## src/rtl/ofdm_tx_pkg.sv

```systemverilog
// Shared constants, state encoding and Q1.15 training-sequence tables for the
// OFDM preamble transmitter.
package ofdm_tx_pkg;

  localparam int SAMPLE_W = 16;
  localparam int STS_LEN  = 160;
  localparam int LTS_LEN  = 160;
  localparam int LTS_CP   = 32;
  localparam int FFT_N    = 64;
  localparam int STS_PER  = 16;
  localparam int CNT_W    = 9;

  typedef enum logic [1:0] {
    S_IDLE    = 2'd0,
    S_STS     = 2'd1,
    S_LTS     = 2'd2,
    S_PAYLOAD = 2'd3
  } tx_state_t;

  typedef logic signed [SAMPLE_W-1:0] sample_t;

  // One period of the normalized short training sequence, x32768 and rounded.
  localparam sample_t STS_I [0:STS_PER-1] = '{
     16'sd1507, -16'sd4325,  -16'sd426,  16'sd4686,  16'sd3015,  16'sd4686,  -16'sd426, -16'sd4325,
     16'sd1507,    16'sd66, -16'sd2589,  -16'sd426,     16'sd0,  -16'sd426, -16'sd2589,    16'sd66
  };
  localparam sample_t STS_Q [0:STS_PER-1] = '{
     16'sd1507,    16'sd66, -16'sd2589,  -16'sd426,     16'sd0,  -16'sd426, -16'sd2589,    16'sd66,
     16'sd1507, -16'sd4325,  -16'sd426,  16'sd4686,  16'sd3015,  16'sd4686,  -16'sd426, -16'sd4325
  };

  // One 64-sample long training symbol, x32768 and rounded.
  localparam sample_t LTS_I [0:FFT_N-1] = '{
     16'sd5112,  -16'sd164,  16'sd1311,  16'sd3178,   16'sd688,  16'sd1966, -16'sd3768, -16'sd1245,
     16'sd3211,  16'sd1737,    16'sd33, -16'sd4489,   16'sd786,  16'sd1933,  -16'sd721,  16'sd3899,
     16'sd2032,  16'sd1212, -16'sd1868, -16'sd4293,  16'sd2687,  16'sd2294, -16'sd1966, -16'sd1835,
    -16'sd1147, -16'sd3998, -16'sd4162,  16'sd2458,   -16'sd98, -16'sd3015,  16'sd3015,   16'sd393,
    -16'sd5112,   16'sd393,  16'sd3015, -16'sd3015,   -16'sd98,  16'sd2458, -16'sd4162, -16'sd3998,
    -16'sd1147, -16'sd1835, -16'sd1966,  16'sd2294,  16'sd2687, -16'sd4293, -16'sd1868,  16'sd1212,
     16'sd2032,  16'sd3899,  -16'sd721,  16'sd1933,   16'sd786, -16'sd4489,    16'sd33,  16'sd1737,
     16'sd3211, -16'sd1245, -16'sd3768,  16'sd1966,   16'sd688,  16'sd3178,  16'sd1311,  -16'sd164
  };
  localparam sample_t LTS_Q [0:FFT_N-1] = '{
        16'sd0, -16'sd3932, -16'sd3637,  16'sd2720,   16'sd918, -16'sd2884, -16'sd1802, -16'sd3473,
     -16'sd852,   16'sd131, -16'sd3768, -16'sd1540, -16'sd1933,  -16'sd492,  16'sd5276,  -16'sd131,
    -16'sd2032,  16'sd3211,  16'sd1278,  16'sd2130,  16'sd3015,   16'sd459,  16'sd2654,  -16'sd721,
    -16'sd4948,  -16'sd557,  -16'sd688, -16'sd2425,  16'sd1769,  16'sd3768,  16'sd3473,  16'sd3211,
        16'sd0, -16'sd3211, -16'sd3473, -16'sd3768, -16'sd1769,  16'sd2425,   16'sd688,   16'sd557,
     16'sd4948,   16'sd721, -16'sd2654,  -16'sd459, -16'sd3015, -16'sd2130, -16'sd1278, -16'sd3211,
     16'sd2032,   16'sd131, -16'sd5276,   16'sd492,  16'sd1933,  16'sd1540,  16'sd3768,  -16'sd131,
      16'sd852,  16'sd3473,  16'sd1802,  16'sd2884,  -16'sd918, -16'sd2720,  16'sd3637,  16'sd3932
  };

endpackage

```

## src/rtl/preamble_rom.sv

```systemverilog
// Combinational training-sequence lookup: LTS always, STS only when built with
// OFDM_TX_STS_EN.
module preamble_rom
  import ofdm_tx_pkg::*;
(
  input  logic [5:0] i_lts_idx,
  output sample_t    o_lts_i,
  output sample_t    o_lts_q
`ifdef OFDM_TX_STS_EN
  ,
  input  logic [3:0] i_sts_idx,
  output sample_t    o_sts_i,
  output sample_t    o_sts_q
`endif
);

  assign o_lts_i = LTS_I[i_lts_idx];
  assign o_lts_q = LTS_Q[i_lts_idx];

`ifdef OFDM_TX_STS_EN
  assign o_sts_i = STS_I[i_sts_idx];
  assign o_sts_q = STS_Q[i_sts_idx];
`endif

endmodule

```

## src/rtl/ofdm_preamble_tx.sv

```systemverilog
// OFDM frame transmitter: STS (when OFDM_TX_STS_EN is defined), LTS with CP,
// then a fixed-length payload forwarded from upstream, one sample per tick.
module ofdm_preamble_tx
  import ofdm_tx_pkg::*;
#(
  parameter int SAMPLE_W = 16,
  parameter int LEN_W    = 16
) (
  input  logic                       CLK,
  input  logic                       s_RST,
  input  logic                       sample_tick,
  input  logic                       tx_start,
  input  logic [LEN_W-1:0]           payload_len,
  input  logic signed [SAMPLE_W-1:0] payload_I,
  input  logic signed [SAMPLE_W-1:0] payload_Q,
  input  logic                       payload_valid,
  output logic                       payload_ready,
  output logic signed [SAMPLE_W-1:0] I_out,
  output logic signed [SAMPLE_W-1:0] Q_out,
  output logic                       output_strobe,
  output logic                       busy,
  output logic                       in_preamble,
  output logic                       done,
  output logic                       underrun
);

  tx_state_t                 r_state, w_state_nxt;
  logic [CNT_W-1:0]          r_cnt, w_cnt_nxt;
  logic [LEN_W-1:0]          r_remain, w_remain_nxt;
  logic signed [SAMPLE_W-1:0] r_i_p1, w_i_p0;
  logic signed [SAMPLE_W-1:0] r_q_p1, w_q_p0;
  logic                      r_vld_p1, w_vld_p0;
  logic                      r_pre_p1, w_pre_p0;
  logic                      r_done, w_done_nxt;
  logic                      r_underrun, w_underrun_nxt;

  logic [5:0]                w_lts_idx;
  sample_t                   w_lts_i, w_lts_q;

  // CP is the second half of the symbol, so the walk starts at sample 32.
  assign w_lts_idx = r_cnt[5:0] + 6'(LTS_CP);

`ifdef OFDM_TX_STS_EN
  sample_t                   w_sts_i, w_sts_q;

  preamble_rom u_rom (
    .i_lts_idx (w_lts_idx),
    .o_lts_i   (w_lts_i),
    .o_lts_q   (w_lts_q),
    .i_sts_idx (r_cnt[3:0]),
    .o_sts_i   (w_sts_i),
    .o_sts_q   (w_sts_q)
  );
`else
  preamble_rom u_rom (
    .i_lts_idx (w_lts_idx),
    .o_lts_i   (w_lts_i),
    .o_lts_q   (w_lts_q)
  );
`endif

  assign payload_ready = sample_tick & payload_valid & (r_state == S_PAYLOAD);

  always_comb begin
    w_state_nxt    = r_state;
    w_cnt_nxt      = r_cnt;
    w_remain_nxt   = r_remain;
    w_i_p0         = r_i_p1;
    w_q_p0         = r_q_p1;
    w_vld_p0       = 1'b0;
    w_pre_p0       = 1'b0;
    w_done_nxt     = 1'b0;
    w_underrun_nxt = r_underrun;
    case (r_state)
      S_IDLE: begin
        w_i_p0 = '0;
        w_q_p0 = '0;
        if (tx_start) begin
          w_remain_nxt   = payload_len;
          w_underrun_nxt = 1'b0;
          w_cnt_nxt      = '0;
`ifdef OFDM_TX_STS_EN
          w_state_nxt    = S_STS;
`else
          w_state_nxt    = S_LTS;
`endif
        end
      end
`ifdef OFDM_TX_STS_EN
      S_STS: begin
        if (sample_tick) begin
          w_i_p0   = w_sts_i;
          w_q_p0   = w_sts_q;
          w_vld_p0 = 1'b1;
          w_pre_p0 = 1'b1;
          if (r_cnt == CNT_W'(STS_LEN - 1)) begin
            w_cnt_nxt   = '0;
            w_state_nxt = S_LTS;
          end else begin
            w_cnt_nxt = r_cnt + 1'b1;
          end
        end
      end
`endif
      S_LTS: begin
        if (sample_tick) begin
          w_i_p0   = w_lts_i;
          w_q_p0   = w_lts_q;
          w_vld_p0 = 1'b1;
          w_pre_p0 = 1'b1;
          if (r_cnt == CNT_W'(LTS_LEN - 1)) begin
            w_cnt_nxt = '0;
            if (r_remain == '0) begin
              w_done_nxt  = 1'b1;
              w_state_nxt = S_IDLE;
            end else begin
              w_state_nxt = S_PAYLOAD;
            end
          end else begin
            w_cnt_nxt = r_cnt + 1'b1;
          end
        end
      end
      S_PAYLOAD: begin
        // A missing upstream sample burns its slot so frame length never moves.
        if (sample_tick) begin
          if (payload_valid) begin
            w_i_p0   = payload_I;
            w_q_p0   = payload_Q;
            w_vld_p0 = 1'b1;
          end else begin
            w_underrun_nxt = 1'b1;
          end
          w_remain_nxt = r_remain - 1'b1;
          if (r_remain == LEN_W'(1)) begin
            w_done_nxt  = 1'b1;
            w_state_nxt = S_IDLE;
          end
        end
      end
      default: w_state_nxt = S_IDLE;
    endcase
  end

  // ---- output register stage (p1) ----
  always_ff @(posedge CLK or negedge s_RST) begin
    if (!s_RST) begin
      r_state    <= S_IDLE;
      r_cnt      <= '0;
      r_remain   <= '0;
      r_i_p1     <= '0;
      r_q_p1     <= '0;
      r_vld_p1   <= 1'b0;
      r_pre_p1   <= 1'b0;
      r_done     <= 1'b0;
      r_underrun <= 1'b0;
    end else begin
      r_state    <= w_state_nxt;
      r_cnt      <= w_cnt_nxt;
      r_remain   <= w_remain_nxt;
      r_i_p1     <= w_i_p0;
      r_q_p1     <= w_q_p0;
      r_vld_p1   <= w_vld_p0;
      r_pre_p1   <= w_pre_p0;
      r_done     <= w_done_nxt;
      r_underrun <= w_underrun_nxt;
    end
  end

  assign I_out         = r_i_p1;
  assign Q_out         = r_q_p1;
  assign output_strobe = r_vld_p1;
  assign in_preamble   = r_pre_p1;
  assign done          = r_done;
  assign underrun      = r_underrun;
  assign busy          = (r_state != S_IDLE);

endmodule

```

## config.mk

```make
export PLATFORM = sky130hd
export DESIGN_NAME = ofdm_preamble_tx
export DESIGN_NICKNAME = d
export VERILOG_FILES = /design/src/rtl/ofdm_tx_pkg.sv /design/src/rtl/preamble_rom.sv /design/src/rtl/ofdm_preamble_tx.sv
export SDC_FILE = /design/constraint.sdc
export NUM_CORES = 1
export LEC_CHECK = 0
export CORE_MARGIN = 10
export CORE_UTILIZATION = 56
export DETAILED_ROUTE_END_ITERATION = 16
export PLACE_DENSITY = 0.82
export SYNTH_ARGS = -nofsm -noshare
export SYNTH_HDL_FRONTEND = slang
export SYNTH_SLANG_ARGS = --single-unit
export TNS_END_PERCENT = 1
```

## constraint.sdc

```tcl
create_clock -name CLK -period 3.2 [get_ports CLK]
set_input_delay 0.64 -clock CLK [delete_from_list [all_inputs] [get_ports CLK]]
set_output_delay 0.64 -clock CLK [all_outputs]
set_load 0.1 [all_outputs]
```

### Yosys cells after proc, flatten, opt, wreduce, memory -nomap -nowiden

Memories as Yosys holds them, arrays and structs flattened.
Cells that the tools add are included.

* bits in latches: 0
* memories: 2
* input bits: 53
* memory bits (writable): 0
* register bits after elaboration: 63
* memory bits (read-only): 2048
* output and inout bits: 38

* order comparisons: 1
* bitwise gates (word level): 3
* muxes and demuxes: 41
* reduce and logical (&&, ||, !) cells: 11
* $mul: 0
* add/sub/neg operators: 3
* shift-type cells: 0
* equality and inequality tests: 11
* div/mod/pow operators: 0

Memory list
* (no name shown): depth 64, bits a word 16, rd ports 1, clocked after Yosys merged registers in 0, write ports 0, line preamble_rom.sv:18 `assign o_lts_q = LTS_Q[i_lts_idx];`
* (no name shown): depth 64, bits a word 16, rd ports 1, clocked after Yosys merged registers in 0, write ports 0, line preamble_rom.sv:17 `assign o_lts_i = LTS_I[i_lts_idx];`

Operator list (number)
* $mux W16: 12
* $pmux W16 S3: 2
* $pmux W16 S2: 1
* $mux W9: 3
* $pmux W9 S2: 1
* $eq A16 B1 Y1 const B: 1
* $logic_not A16 Y1: 1
* $sub A16 B1 Y16 const B: 1
* $mux W1: 12
* $mux W2: 6
* $ne A2 B2 Y1 const B: 6
* $add A9 B1 Y9 const B: 1
* $eq A9 B8 Y1 const B: 1
* $reduce_and A4 Y1: 2
* $ge A7 B7 Y1 const B: 1
* $not A6 Y7: 1
* $add A6 B6 Y6 const B: 1
* $pmux W1 S2: 3
* $pmux W2 S3: 1
* $reduce_and A3 Y1: 2
* $reduce_bool A2 Y1: 3
* $reduce_and A5 Y1: 1
* $eq A2 B2 Y1 const B: 2
* $reduce_bool A3 Y1: 1
* 3 further kinds: 4

### Depth between registers and ports, before layout

* depth after elaboration: 7
* gate-level depth with buffers: 9

### Modules after synthesis

Synthesis repeated with hierarchy kept, for this count alone.

* cell total of the unflattened synthesis: 830
* area, all modules: 6406.1 sq um

Modules (own cells, without submodules)
* ofdm_preamble_tx: area an instance 3564.7 sq um, seq. area each 1576.5 sq um, instances 1, cells an instance 384
* preamble_rom: area an instance 2841.5 sq um, seq. area each 0.0 sq um, instances 1, cells an instance 446

### Worst setup path before layout

Ideal clock, no wire load.

* path type: register to output
* start: register r_state[1]
* end: output port payload_ready
* buffers on the path: 4
* arrival time: 2164 ps
* cell stages (with the launch flop): 7
* path slack: 396 ps
* cell sequence: dfrtp_1 -> bufbuf_16 -> clkbuf_8 -> and2_1 -> clkbuf_1 -> clkbuf_1 -> and3_1

* cells in the longest elaborated chain, start to end: 2

RTL lines
* start, declared: line ofdm_preamble_tx.sv:27 `tx_state_t r_state, w_state_nxt;`
* start signal, assigned: line ofdm_preamble_tx.sv:158 `r_state <= w_state_nxt;`
* $eq A2 B2 Y1: line ofdm_preamble_tx.sv:62 `assign payload_ready = sample_tick & payload_valid & (r_state == S_PAYLOAD);`
* $and A1 B1 Y1: line ofdm_preamble_tx.sv:62
* end, declared: line ofdm_preamble_tx.sv:17 `output logic payload_ready,`

No other way between the ends.

### Final worst setup path

* start: register r_cnt[1]
* end: register r_q_p1[6] (netlist: Q_out[6])

* cells in the longest elaborated chain, start to end: 7

RTL lines
* start, declared: line ofdm_preamble_tx.sv:28 `logic [CNT_W-1:0] r_cnt, w_cnt_nxt;`
* start signal, assigned: line ofdm_preamble_tx.sv:159 `r_cnt <= w_cnt_nxt;`
* $add A6 B6 Y6: line ofdm_preamble_tx.sv:41 `assign w_lts_idx = r_cnt[5:0] + 6'(LTS_CP);`
* $not A6 Y7 (not written as such): line preamble_rom.sv:18
* $mem_v2 Z64 W16
* $mux W16 (not written as such) (2 in series): line preamble_rom.sv:18
* $mux W16: line ofdm_preamble_tx.sv:106 `if (sample_tick) begin`
* $pmux W16 S3: line ofdm_preamble_tx.sv:74 `case (r_state)`
* end signal, assigned: line ofdm_preamble_tx.sv:162 `r_q_p1 <= w_q_p0;`
* end, declared: line ofdm_preamble_tx.sv:31 `logic signed [SAMPLE_W-1:0] r_q_p1, w_q_p0;`

No other way between the ends. The select of a mux whose other input is x is not followed.
A chain may end at the register's enable or synchronous reset.

==> impl_metrics.py <==
metrics = {
    "synthesis": {
        "yosys.area_share.simple_pct": 26.1,
        "yosys_most_used_dff": "dfrtp_1",
        "synth_top_family_by_area": "compound AO/OA/AOI/OAI gates",
        "synth_edf_count": 0,
        "synth_top_cell_by_area": "dfrtp_1",
        "yosysTopAreaCellShare_pct": 26.1,
        "synth_compound_area_share_pct": 32.2,
        "synth-seq-area-share_pct": 26.1,
        "post_synth.cell_area_avg_um2": 7.49,
        "synth_cells": 805,
        "synth_area_leaders": "dfrtp_1 26%, a21oi_1 7.5%, o21ai_0 5.2%",
        "ys_ff_latch": 63,
        "yosys_warnings": 0,
        "synthAdderAreaFrac_pct": 3.32,
        "synth_area_um2": 6030,
        "synth_nets": 874,
        "synthXorXnorAreaFrac_pct": 0.872,
        "ys_types": 78,
        "synth.area.mux_share_pct": 4.03,
        "ys_async_sr_fraction_pct": 100,
    },
    "place": {
        "dpl.hpwl_um": 18200,
        "placed_area_um2": 7000,
        "numPortBuffers": 90,
        "globalplace.congestion": 1.05,
    },
    "timing": {
        "period_share_pct": 87.8,
        "fin_hold_ws_ns": 0.441,
        "rsz0062_at_grt": "false",
        "fmax_ghz": 0.356,
        "final-hold-violation-count": 0,
        "min_period_ns": 2.81,
        "tightest_slew_ns": 1.05,
        "fin_tns_setup_ns": 0,
        "skew_ns": 0.0136,
        "relSlewSlack_pct": 29.7,
        "drv_slew": 0,
        "setup_violations": 0,
    },
    "layout": {
        "fillCellCount": 824,
        "num_antenna_cells": 0,
        "area_growth_pct": 19.8,
        "drive_gt1_share_pct": 15.3,
        "nNetsFinal": 940,
        "finish.instance_area_um2": 7230,
    },
    "global_routing": {
        "antenna_found_initial": 2,
        "grt_pass1_wl_um": 39300,
        "grt_pass1_vias": 6850,
        "grt-ovfl-total": 0,
        "grt_max_degree": 64,
        "grt_use_total_pct": 32.9,
    },
    "clocking": {
        "clk_path_buf_depth": 2,
        "cts_inserted_buffers": 9,
        "cts_resized": 0,
        "cts_hold_buffers": 0,
        "clkTransAtPathRegs_ns": 0.08,
        "cts_sinks": 63,
        "postCtsSetupBuffers": 0,
        "cts-root-buf": "clkbuf_8",
        "cts_tree": "built",
        "cts.htree.levels": 3,
        "clk_latency_ns": 0.37,
    },
    "drt": {
        "post_drt_via_cell_ratio": 7.19,
        "drt_iter0_drc": 1477,
        "first_pass_iters": 6,
        "wl_per_cell_um": 25.4,
        "wirelength_um": 25700,
        "drtAntennaViolNets": 0,
        "vias": 7279,
        "drc": 0,
    },
    "setup_path": {
        "worstSetupPathType": "reg2reg",
        "setup.worst_path.start": "r_cnt[1]$_DFFE_PN0P_",
        "path_max_fanout": 13,
        "end_kind": "flip-flop",
        "arrival_ns": 3.06,
        "required_ns": 3.45,
        "crit_path_start_kind": "flip-flop",
        "r2r_start": "r_cnt[1]$_DFFE_PN0P_",
    },
    "min_path": {
        "hp-class": "in2async",
    },
    "job": {
        "cap_violations": 0,
    },
    "floorplan": {
        "dieArea_um2": 15300,
        "core_um2": 10400,
        "initial_utilization_pct": 57.9,
        "die_x_um": 124,
        "io_pins": 91,
        "fp-row-count": 37,
        "die_y_um": 124,
    },
    "run_status": {
        "status": "finished, final reports clean",
    },
    "power": {
        "p_per_area_nw_per_um2": 1290,
        "ir_drop_uv": 764,
        "p_leak_nw": 2.98,
    },
}
[critical path: stages, from the launching register on]
cell and delay, ns:
dfrtp_1 0.35, inv_1 0.20, ha_1 0.75, nor2b_1 0.22, or3_1 0.38, a21boi_0 0.28
a211oi_1 0.16, a221o_1 0.37
[flip-flops by register name, summed over array words and instances (netlist names)]
| name | flops |
|---|---|
| r_remain | 16 |
| Q_out | 16 |
| done | 1 |
| in_preamble | 1 |
| I_out | 16 |
| r_state | 2 |
| underrun | 1 |
| r_cnt | 9 |
| output_strobe | 1 |
[cell families (layout without fill, tap and decap cells)]
logic type	after synthesis	after routing
mux	15	15
xor+xnor	6	6
compound gates	296	296
flops	63	63
buf+inv	96	167
fa+ha+maj	16	16
simple gates	313	313
[report_power, final]
group / internal [W] / switching, W
Clock: 0.000464 / 0.000362
Combinational: 0.00210 / 0.00483
Sequential: 0.00115 / 0.000447
[through the flow]
stage          instances  total power (W)  util, %  setup WS (ns)
6_report            1012          0.00934     69.4          0.391
2_1_floorplan        805          0.00630        -          0.396
3_3_place_gp         996          0.00811     67.2          0.482
4_1_cts             1012          0.00908     69.4          0.531
5_1_grt             1012          0.00972     69.4          0.300
3_5_place_dp         996          0.00821     67.2          0.477
[synthesized netlist by cell type (6+ instances only)]
library cell / n
a31oi_1: 15
ha_1: 16
nand3_1: 25
o211ai_1: 11
o21ai_0: 63
and3_1: 16
clkbuf_1: 51
o311ai_0: 7
buf_1: 7
buf_2: 15
o22ai_1: 9
o31ai_1: 7
a211o_1: 6
mux4_2: 7
a22oi_1: 8
a211oi_1: 13
nor2_1: 71
or2_2: 9
inv_1: 16
dfrtp_1: 63
a21oi_1: 90
nand2b_1: 34
and2_1: 8
nor2b_1: 15
nor3_1: 25
or3_1: 9
nand2_1: 78
a311oi_1: 7
[path summary, 6_finish.rpt]
path                       cells past startpoint                     to  slack, ns
max in group asynchronous                      2   r_cnt[3]$_DFFE_PN0P_       2.16
min reg2reg                                    2   Q_out[7]$_DFFE_PN0P_       0.50
max reg2reg                                    7   Q_out[6]$_DFFE_PN0P_       0.39
min in group CLK                               2   Q_out[7]$_DFFE_PN0P_       0.50
max                                            7   Q_out[6]$_DFFE_PN0P_       0.39
min                                            2  I_out[10]$_DFFE_PN0P_       0.44
[layout by cell type, fill, tap and decap left out, types with 25 or more instances in the layout]
cell type | netlist | layout
nor3_1 | 25 | 25
a21oi_1 | 90 | 90
o21ai_0 | 63 | 63
dfrtp_1 | 63 | 60
buf_4 | 0 | 79
nand2_1 | 78 | 78
nand2b_1 | 34 | 34
clkdlybuf4s50_1 | 0 | 51
nand3_1 | 25 | 25
nor2_1 | 71 | 71
[layer usage]
layer	share of wire [%]	wire length [µm]	vias up	global-route usage, %
met4	5.6	1450	0	16.0
met2	44	11200	643	50.4
met3	14	3490	164	9.28
li1	-	-	3105	-
met1	37	9520	3367	41.9
met5	0	0	-	0
[final cells by class]
cell class	count	area (µm²)	area share (%)
Inverter	17	63.8	0.883
Sequential cell	63	1580	21.9
Clock buffer	10	138	1.90
Clock inverter	6	92.6	1.28
Multi-Input combinational cell	646	4010	55.5
Tap cell	136	170	2.35
Timing Repair Buffer	134	1170	16.2
(Power assumes the default switching activity.)
